[config.mk]
export PLATFORM = sky130hd
export DESIGN_NAME = mem_bus_ctrl
export DESIGN_NICKNAME = d
export VERILOG_FILES = /design/src/rtl/mem_bus_ctrl_pkg.sv /design/src/rtl/mem_bus_timer.sv /design/src/rtl/mem_bus_ctrl.sv
export SDC_FILE = /design/constraint.sdc
export NUM_CORES = 1
export LEC_CHECK = 0
export CAP_MARGIN = 20
export CORE_ASPECT_RATIO = 0.7
export CORE_MARGIN = 2
export CORE_UTILIZATION = 42
export DETAILED_ROUTE_END_ITERATION = 6
export GPL_ROUTABILITY_DRIVEN = 0
export GPL_TIMING_DRIVEN = 0
export PLACE_DENSITY = 0.83
export SLEW_MARGIN = 20
export SYNTH_ARGS = -nofsm -noshare
export SYNTH_HDL_FRONTEND = slang
export SYNTH_SLANG_ARGS = --single-unit
[constraint.sdc]
create_clock -name clk -period 2.54 [get_ports clk]
set_clock_uncertainty 0.05 [all_clocks]
set_input_delay 0.381 -clock clk [delete_from_list [all_inputs] [get_ports clk]]
set_output_delay 0.381 -clock clk [all_outputs]
set_load 0.03 [all_outputs]
[src/rtl/mem_bus_ctrl_pkg.sv]
// Shared widths, FSM state encoding and timer width for the data-memory bus controller.
package mem_bus_ctrl_pkg;

    localparam int REG_DATA_WIDTH  = 32;
    localparam int BYTE_SLCT_WIDTH = 4;
    localparam int TMR_WIDTH       = 8;

    typedef enum logic [1:0] {
        IDLE = 2'd0,
        REQ  = 2'd1,
        DONE = 2'd2
    } bus_state_t;

endpackage

[src/rtl/mem_bus_timer.sv]
// Loadable 8-bit up-counter with clear and enable; flags the last permitted wait cycle.
module mem_bus_timer
    import mem_bus_ctrl_pkg::*;
#(
    parameter int LIMIT = 255
) (
    input  logic                 clk,
    input  logic                 rst,
    input  logic                 i_clr,
    input  logic                 i_en,
    input  logic                 i_load,
    input  logic [TMR_WIDTH-1:0] i_load_val,
    output logic                 o_expired
);

    logic [TMR_WIDTH-1:0] r_count;

    always_ff @(posedge clk or negedge rst) begin
        if (!rst) begin
            r_count <= '0;
        end else if (i_clr) begin
            r_count <= '0;
        end else if (i_load) begin
            r_count <= i_load_val;
        end else if (i_en && (r_count != '1)) begin
            r_count <= r_count + 1'b1;
        end
    end

    // Asserted during the LIMIT-th enabled cycle, so the abort edge ends exactly LIMIT cycles.
    assign o_expired = (r_count == TMR_WIDTH'(LIMIT - 1));

endmodule

[src/rtl/mem_bus_ctrl.sv]
// Multi-cycle data-memory access controller between the MEM stage and a req/ack bus.
module mem_bus_ctrl
    import mem_bus_ctrl_pkg::*;
#(
    parameter int DATA_WIDTH     = REG_DATA_WIDTH,
    parameter int BE_WIDTH       = BYTE_SLCT_WIDTH,
    parameter int TIMEOUT_CYCLES = 255
) (
    input  logic                  clk,
    input  logic                  rst,
    input  logic                  ReadMem,
    input  logic                  WriteMem,
    input  logic [DATA_WIDTH-1:0] mem_addr,
    input  logic [BE_WIDTH-1:0]   byte_slct,
    input  logic [DATA_WIDTH-1:0] data_to_write_mem,
    output logic [DATA_WIDTH-1:0] raw_mem_data,
    output logic                  mem_stall,
    output logic                  bus_err,
    output logic                  bus_req,
    output logic                  bus_we,
    output logic [DATA_WIDTH-1:0] bus_addr,
    output logic [BE_WIDTH-1:0]   bus_be,
    output logic [DATA_WIDTH-1:0] bus_wdata,
    input  logic                  bus_ack,
    input  logic [DATA_WIDTH-1:0] bus_rdata,
    output logic [1:0]            dbg_state
);

    bus_state_t            r_state, w_state_nxt;
    logic                  r_bus_req, r_bus_we, r_bus_err;
    logic [DATA_WIDTH-1:0] r_bus_addr, r_bus_wdata, r_raw;
    logic [BE_WIDTH-1:0]   r_bus_be;
    logic                  w_acc, w_start, w_finish, w_timeout, w_expired;

    assign w_acc = (ReadMem | WriteMem) & (|byte_slct);

    mem_bus_timer #(.LIMIT(TIMEOUT_CYCLES)) u_timer (
        .clk        (clk),
        .rst        (rst),
        .i_clr      (w_start),
        .i_en       (r_state == REQ),
        .i_load     (1'b0),
        .i_load_val ('0),
        .o_expired  (w_expired)
    );

    // Bus handshake: bus_req rises with all bus fields and holds them until the single-cycle
    // bus_ack is seen in REQ; an ack arriving on the timeout cycle still completes normally.
    always_comb begin
        w_state_nxt = r_state;
        w_start     = 1'b0;
        w_finish    = 1'b0;
        w_timeout   = 1'b0;
        case (r_state)
            IDLE: begin
                if (w_acc) begin
                    w_start     = 1'b1;
                    w_state_nxt = REQ;
                end
            end
            REQ: begin
                if (bus_ack) begin
                    w_finish    = 1'b1;
                    w_state_nxt = DONE;
                end else if (w_expired) begin
                    w_timeout   = 1'b1;
                    w_state_nxt = DONE;
                end
            end
            DONE:    w_state_nxt = IDLE;
            default: w_state_nxt = IDLE;
        endcase
    end

    always_ff @(posedge clk or negedge rst) begin
        if (!rst) begin
            r_state     <= IDLE;
            r_bus_req   <= 1'b0;
            r_bus_we    <= 1'b0;
            r_bus_err   <= 1'b0;
            r_bus_addr  <= '0;
            r_bus_be    <= '0;
            r_bus_wdata <= '0;
            r_raw       <= '0;
        end else begin
            r_state   <= w_state_nxt;
            r_bus_err <= w_timeout;
            if (w_start) begin
                r_bus_req   <= 1'b1;
                r_bus_we    <= WriteMem;
                r_bus_addr  <= mem_addr & ~DATA_WIDTH'(3);
                r_bus_be    <= byte_slct;
                r_bus_wdata <= data_to_write_mem;
            end else if (w_finish || w_timeout) begin
                r_bus_req <= 1'b0;
            end
            // A timed-out load returns zero rather than stale data.
            if (w_finish && !r_bus_we) begin
                r_raw <= bus_rdata;
            end else if (w_timeout && !r_bus_we) begin
                r_raw <= '0;
            end
        end
    end

    // Gated by rst so an asserted reset releases the pipeline even with a request pending.
    assign mem_stall    = rst & (((r_state == IDLE) & w_acc) | (r_state == REQ));
    assign bus_req      = r_bus_req;
    assign bus_we       = r_bus_we;
    assign bus_err      = r_bus_err;
    assign bus_addr     = r_bus_addr;
    assign bus_be       = r_bus_be;
    assign bus_wdata    = r_bus_wdata;
    assign raw_mem_data = r_raw;
    assign dbg_state    = r_state;

endmodule

Word-level counts from Yosys, hierarchy flattened --
Index checks and enable logic that the tools add are counted. W data, S select, Z words.
Operators by class: bitwise gates (word level) 5, reductions and logical operators 11, mux-type cells 17, equal/unequal tests 5, add/sub/neg operators 1
Operator list (count):
- $mux W32 | 2
- $mux W8 | 2
- $mux W1 | 9
- $add A8 B1 Y8 const B | 1
- $eq A8 B8 Y1 const B | 1
- $ne A8 B8 Y1 const B | 1
- $mux W2 | 3
- $reduce_bool A2 Y1 | 3
- $pmux W2 S2 | 1
- $reduce_or A4 Y1 | 1
- $and A1 B1 Y1 | 3
- $logic_and A1 B1 Y1 | 3
- $ne A3 B3 Y1 const B | 1
- $eq A2 B1 Y1 const B | 1
- $logic_not A2 Y1 | 1
- $ne A2 B2 Y1 const B | 1
- $or A1 B1 Y1 | 2
- $reduce_and A2 Y1 | 1
- $logic_not A1 Y1 | 1
- $logic_or A1 B1 Y1 | 1
Word-level totals: word-level logic and storage cells 48, output and inout bits 106, bits in registers 111, input bits 105

Longest topological paths before layout --
depth in word-level cells 7, depth in mapped cells 6, depth with buffers taken out 5

Cells and area by module --
Synthesis repeated with hierarchy kept, for this count alone.
Unflattened totals: cell total of the unflattened synthesis 293, area total of the unflattened synthesis 4511.8 µm²
By module, submodules not included:
- mem_bus_ctrl | cells an instance 233, area an instance 3943.8 µm², seq. area each 2577.5 µm², times used 1
- mem_bus_timer | cells an instance 60, area an instance 568.0 µm², seq. area each 200.2 µm², times used 1

Worst setup path before layout --
OpenSTA, ideal clock, no wires.
path kind register -> output, start register r_state[1] (netlist: dbg_state[1]), end output port mem_stall, slack -105 ps, cell stages (with the launch flop) 7, data arrival time 2214 ps, buffers on the path 3, required time 2109 ps, cell sequence dfrtp_1 o21bai_4 or3_1 buf_6 buf_12 buf_12 a21boi_0
On the way: cells in the longest elaborated chain, start to end 4, elaborated cells between the ends (all ways) 5, those cells by class 1 x eq/ne; 3 x bitwise; 1 x reduce/logical
Ends and longest elaborated chain:
- from (decl) | RTL line mem_bus_ctrl.sv:29 | bus_state_t r_state, w_state_nxt;
- from (signal assigned) | RTL line mem_bus_ctrl.sv:86 | r_state <= w_state_nxt;
- $logic_not A2 Y1 | RTL line mem_bus_ctrl.sv:107 | assign mem_stall = rst & (((r_state == IDLE) & w_acc) | (r_state == REQ));
- $and A1 B1 Y1 | RTL line mem_bus_ctrl.sv:107
- $or A1 B1 Y1 * | RTL line mem_bus_ctrl.sv:107
- $and A1 B1 Y1 * | RTL line mem_bus_ctrl.sv:107
- to (decl) | RTL line mem_bus_ctrl.sv:17 | output logic mem_stall,
Every way passes the cells marked *; elsewhere a longest branch is shown, timed or not.

Worst setup path in the final report --
Ends and elaborated chain as after synthesis.

==> metrics.yaml <==
post-route-cell-area_um2: 7380
reg2reg_to: "raw_mem_data[12]$_DFFE_PN0P_"
r2r_slack_ps: 510
synth-edff-count: 0
finalHoldViolCount: 0
die_area_um2: 12100
via_per_inst: 5.03
cts_buffers: 9
synth_top_area_share_pct: 59.0
area_delta_synth_final_pct: 56.8
drt-initial-drc-count: 126
r2r.worst_path.cells: 6
grt_antenna_before_repair: 0
finalCritPeriodShare_pct: 96.0
yosys.area.top_type: "dfrtp_1"
tns_ps: 0
multi_input_area_um2: 1760
worst_pin_slew_ps: 606
end_kind: "output port"
outcome: "complete, no violations"
cts_sinks: 111
path_clk_slew_ps: 70
power_mw: 9.97
grt_pass1_wl_um: 19300
portBuffers: 206
wl_per_cell_um: 17.5
worstSetupStartpoint: "dbg_state[1]$_DFFE_PN0P_"
syn_area_per_cell_um2: 14.7
drtPass1Iterations: 4
nets: 651
synth_async_sr_flop_share_pct: 100
grtUsageMet2_pct: 34.9
fmax_ghz: 0.410
final_cells: 701
io_pins: 211
required_ps: 2110
endpoint: "mem_stall"
maxCapViolCount: 0
dp_cells: 682
use_met1_pct: 25.4
critPathKind: "register to output port"
hpwl_um: 9100
hold_path.class: "input port to register"
synth_area_leaders: "dfrtp_1 59%, mux2_2 12%, a22o_1 6.0%"
p_leak_nw: 3.12
tritoncts: "built"
cts.htree.levels: 3
synth_cells: 321
n_fill_cell: 819
setup_ws_ps: 101
antenna_cells: 0
std_cell_rows: 32
finalSetupViolations: 0
powerDensity_nw_per_um2: 1350
vias: 3523
r2r-start: "dbg_state[1]$_DFFE_PN0P_"
grt_use_met3_pct: 6.82
first_global_vias: 3821
yosys_warnings: 0
insertion_delay_ps: 340
hold_ws_ps: 443
synth_seq_area_share_pct: 59.0
min_period_ps: 2440
die_y_um: 92.6
grt_busiest_layer: "met2"
slew_headroom_pct: 59.3
grt_max_degree: 80
syn_area_um2: 4700
vdd_drop_max_v: 0.000831
grt_overflow: 0
drive_above_1_share_pct: 19.2
cts_root_buffer: "clkbuf_16"
dp_slack_ps: -715
regArea_um2: 2780
dpl_cell_area_um2: 6990
track_usage_pct: 20.6
finish.utilization_pct: 67.2
drv_slew: 0
cts_buffer_depth: 2
rsz0062_at_grt: "false"
die_w_um: 130
synth.top_cells.by_count: "111 x dfrtp_1, 49 x mux2_2, 32 x a21o_1, 32 x a22o_1, 18 x mux2_4"
antenna_left: 0
setup.worst_path.start_class: "register"
arrival_ps: 2010
wirelength_um: 12300
synth_most_common_cell: "dfrtp_1"
ys_dominant_reg_cell: "dfrtp_1"
critical_path.max_fanout: 10
yosysUniqueCellTypes: 41
core_um2: 11000
drc: 0
start_util_pct: 42.9
yosys_register_bits: 111
[state kept, by name, indices dropped and copies added (netlist names)]
register,cells
bus_be,4
raw_mem_data,32
bus_addr,30
dbg_state,2
bus_we,1
bus_req,1
bus_err,1
u_timer.r_count,8
bus_wdata,32
[report_power, final]
| part | internal, mW | switching, mW | leakage, nW |
|---|---|---|---|
| sequential | 2.54 | 0.473 | 1.26 |
| combinational | 2.68 | 2.76 | 1.70 |
| clock | 0.889 | 0.638 | 0.155 |
| total | 6.10 | 3.87 | 3.12 |
[logic make-up after synthesis]
logic type,after synthesis,share of synthesized area (%)
fa+ha+maj,2,0.532
mux,71,18.3
buf+inv,29,3.99
simple gates,24,3.43
compound gates,83,14.6
flops,111,59.0
other cells,1,0.0797
[area by class of cell]
cell class              count  area share [%]
plain buffers              25            2.34
inverters                   4           0.204
flip-flops and latches    111            37.7
clock inverters             5            1.10
clock buffers              10            3.24
well taps                 153            2.60
multi-input cells         182            23.9
repair buffers            211            29.0
[worst max-delay path, cell delays in order (launching register included)]
cell and delay [ps]:
dfrtp_1 380, o21bai_4 210, or3_4 340, buf_6 140, buf_12 140, buf_12 140
a21boi_2 160, buf_6 150
[worst min path at each step]
stage / end / slack [ps] / cells after the start / startpoint
5_1_grt: bus_be[2]$_DFFE_PN0N_ / 450 / 2 / byte_slct[2]
4_1_cts: bus_be[2]$_DFFE_PN0N_ / 430 / 2 / byte_slct[2]
2_1_floorplan: bus_addr[10]$_DFFE_PN0N_ / 40 / 0 / rst
6_report: bus_be[2]$_DFFE_PN0N_ / 440 / 2 / byte_slct[2]
3_3_place_gp: raw_mem_data[19]$_DFFE_PN0P_ / 430 / 1 / raw_mem_data[19]$_DFFE_PN0P_
3_5_place_dp: raw_mem_data[11]$_DFFE_PN0P_ / 240 / 1 / rst
[cell usage in the layout, fill, tap and decap left out, types with 4 or more instances in the layout]
| master | instances |
|---|---|
| a21o_1 | 32 |
| a22o_1 | 32 |
| buf_4 | 8 |
| clkbuf_1 | 14 |
| clkbuf_16 | 10 |
| clkdlybuf4s50_1 | 198 |
| dfrtp_1 | 111 |
| dlygate4sd2_1 | 5 |
| inv_1 | 4 |
| mux2_2 | 49 |
| mux2_4 | 18 |
| mux2i_1 | 4 |
| o31ai_1 | 7 |
[repair_timing]
| item | CTS | global route |
|---|---|---|
| gates cloned | 0 | 1 |
| setup endpoints to repair | 1 | 1 |
| hold buffers | 1 | 0 |
| endpoints found under the hold margin | 33 | 0 |
| pin swaps | 1 | 0 |
| gates resized for setup | 13 | 3 |
| setup buffers | 2 | 0 |
[layer usage]
layer	share of wire [%]	wire length, um
met2	51	6270
met5	0	0
met3	6.7	819
met4	1.3	156
met1	41	5030
Power figures use the tool's default switching activity.
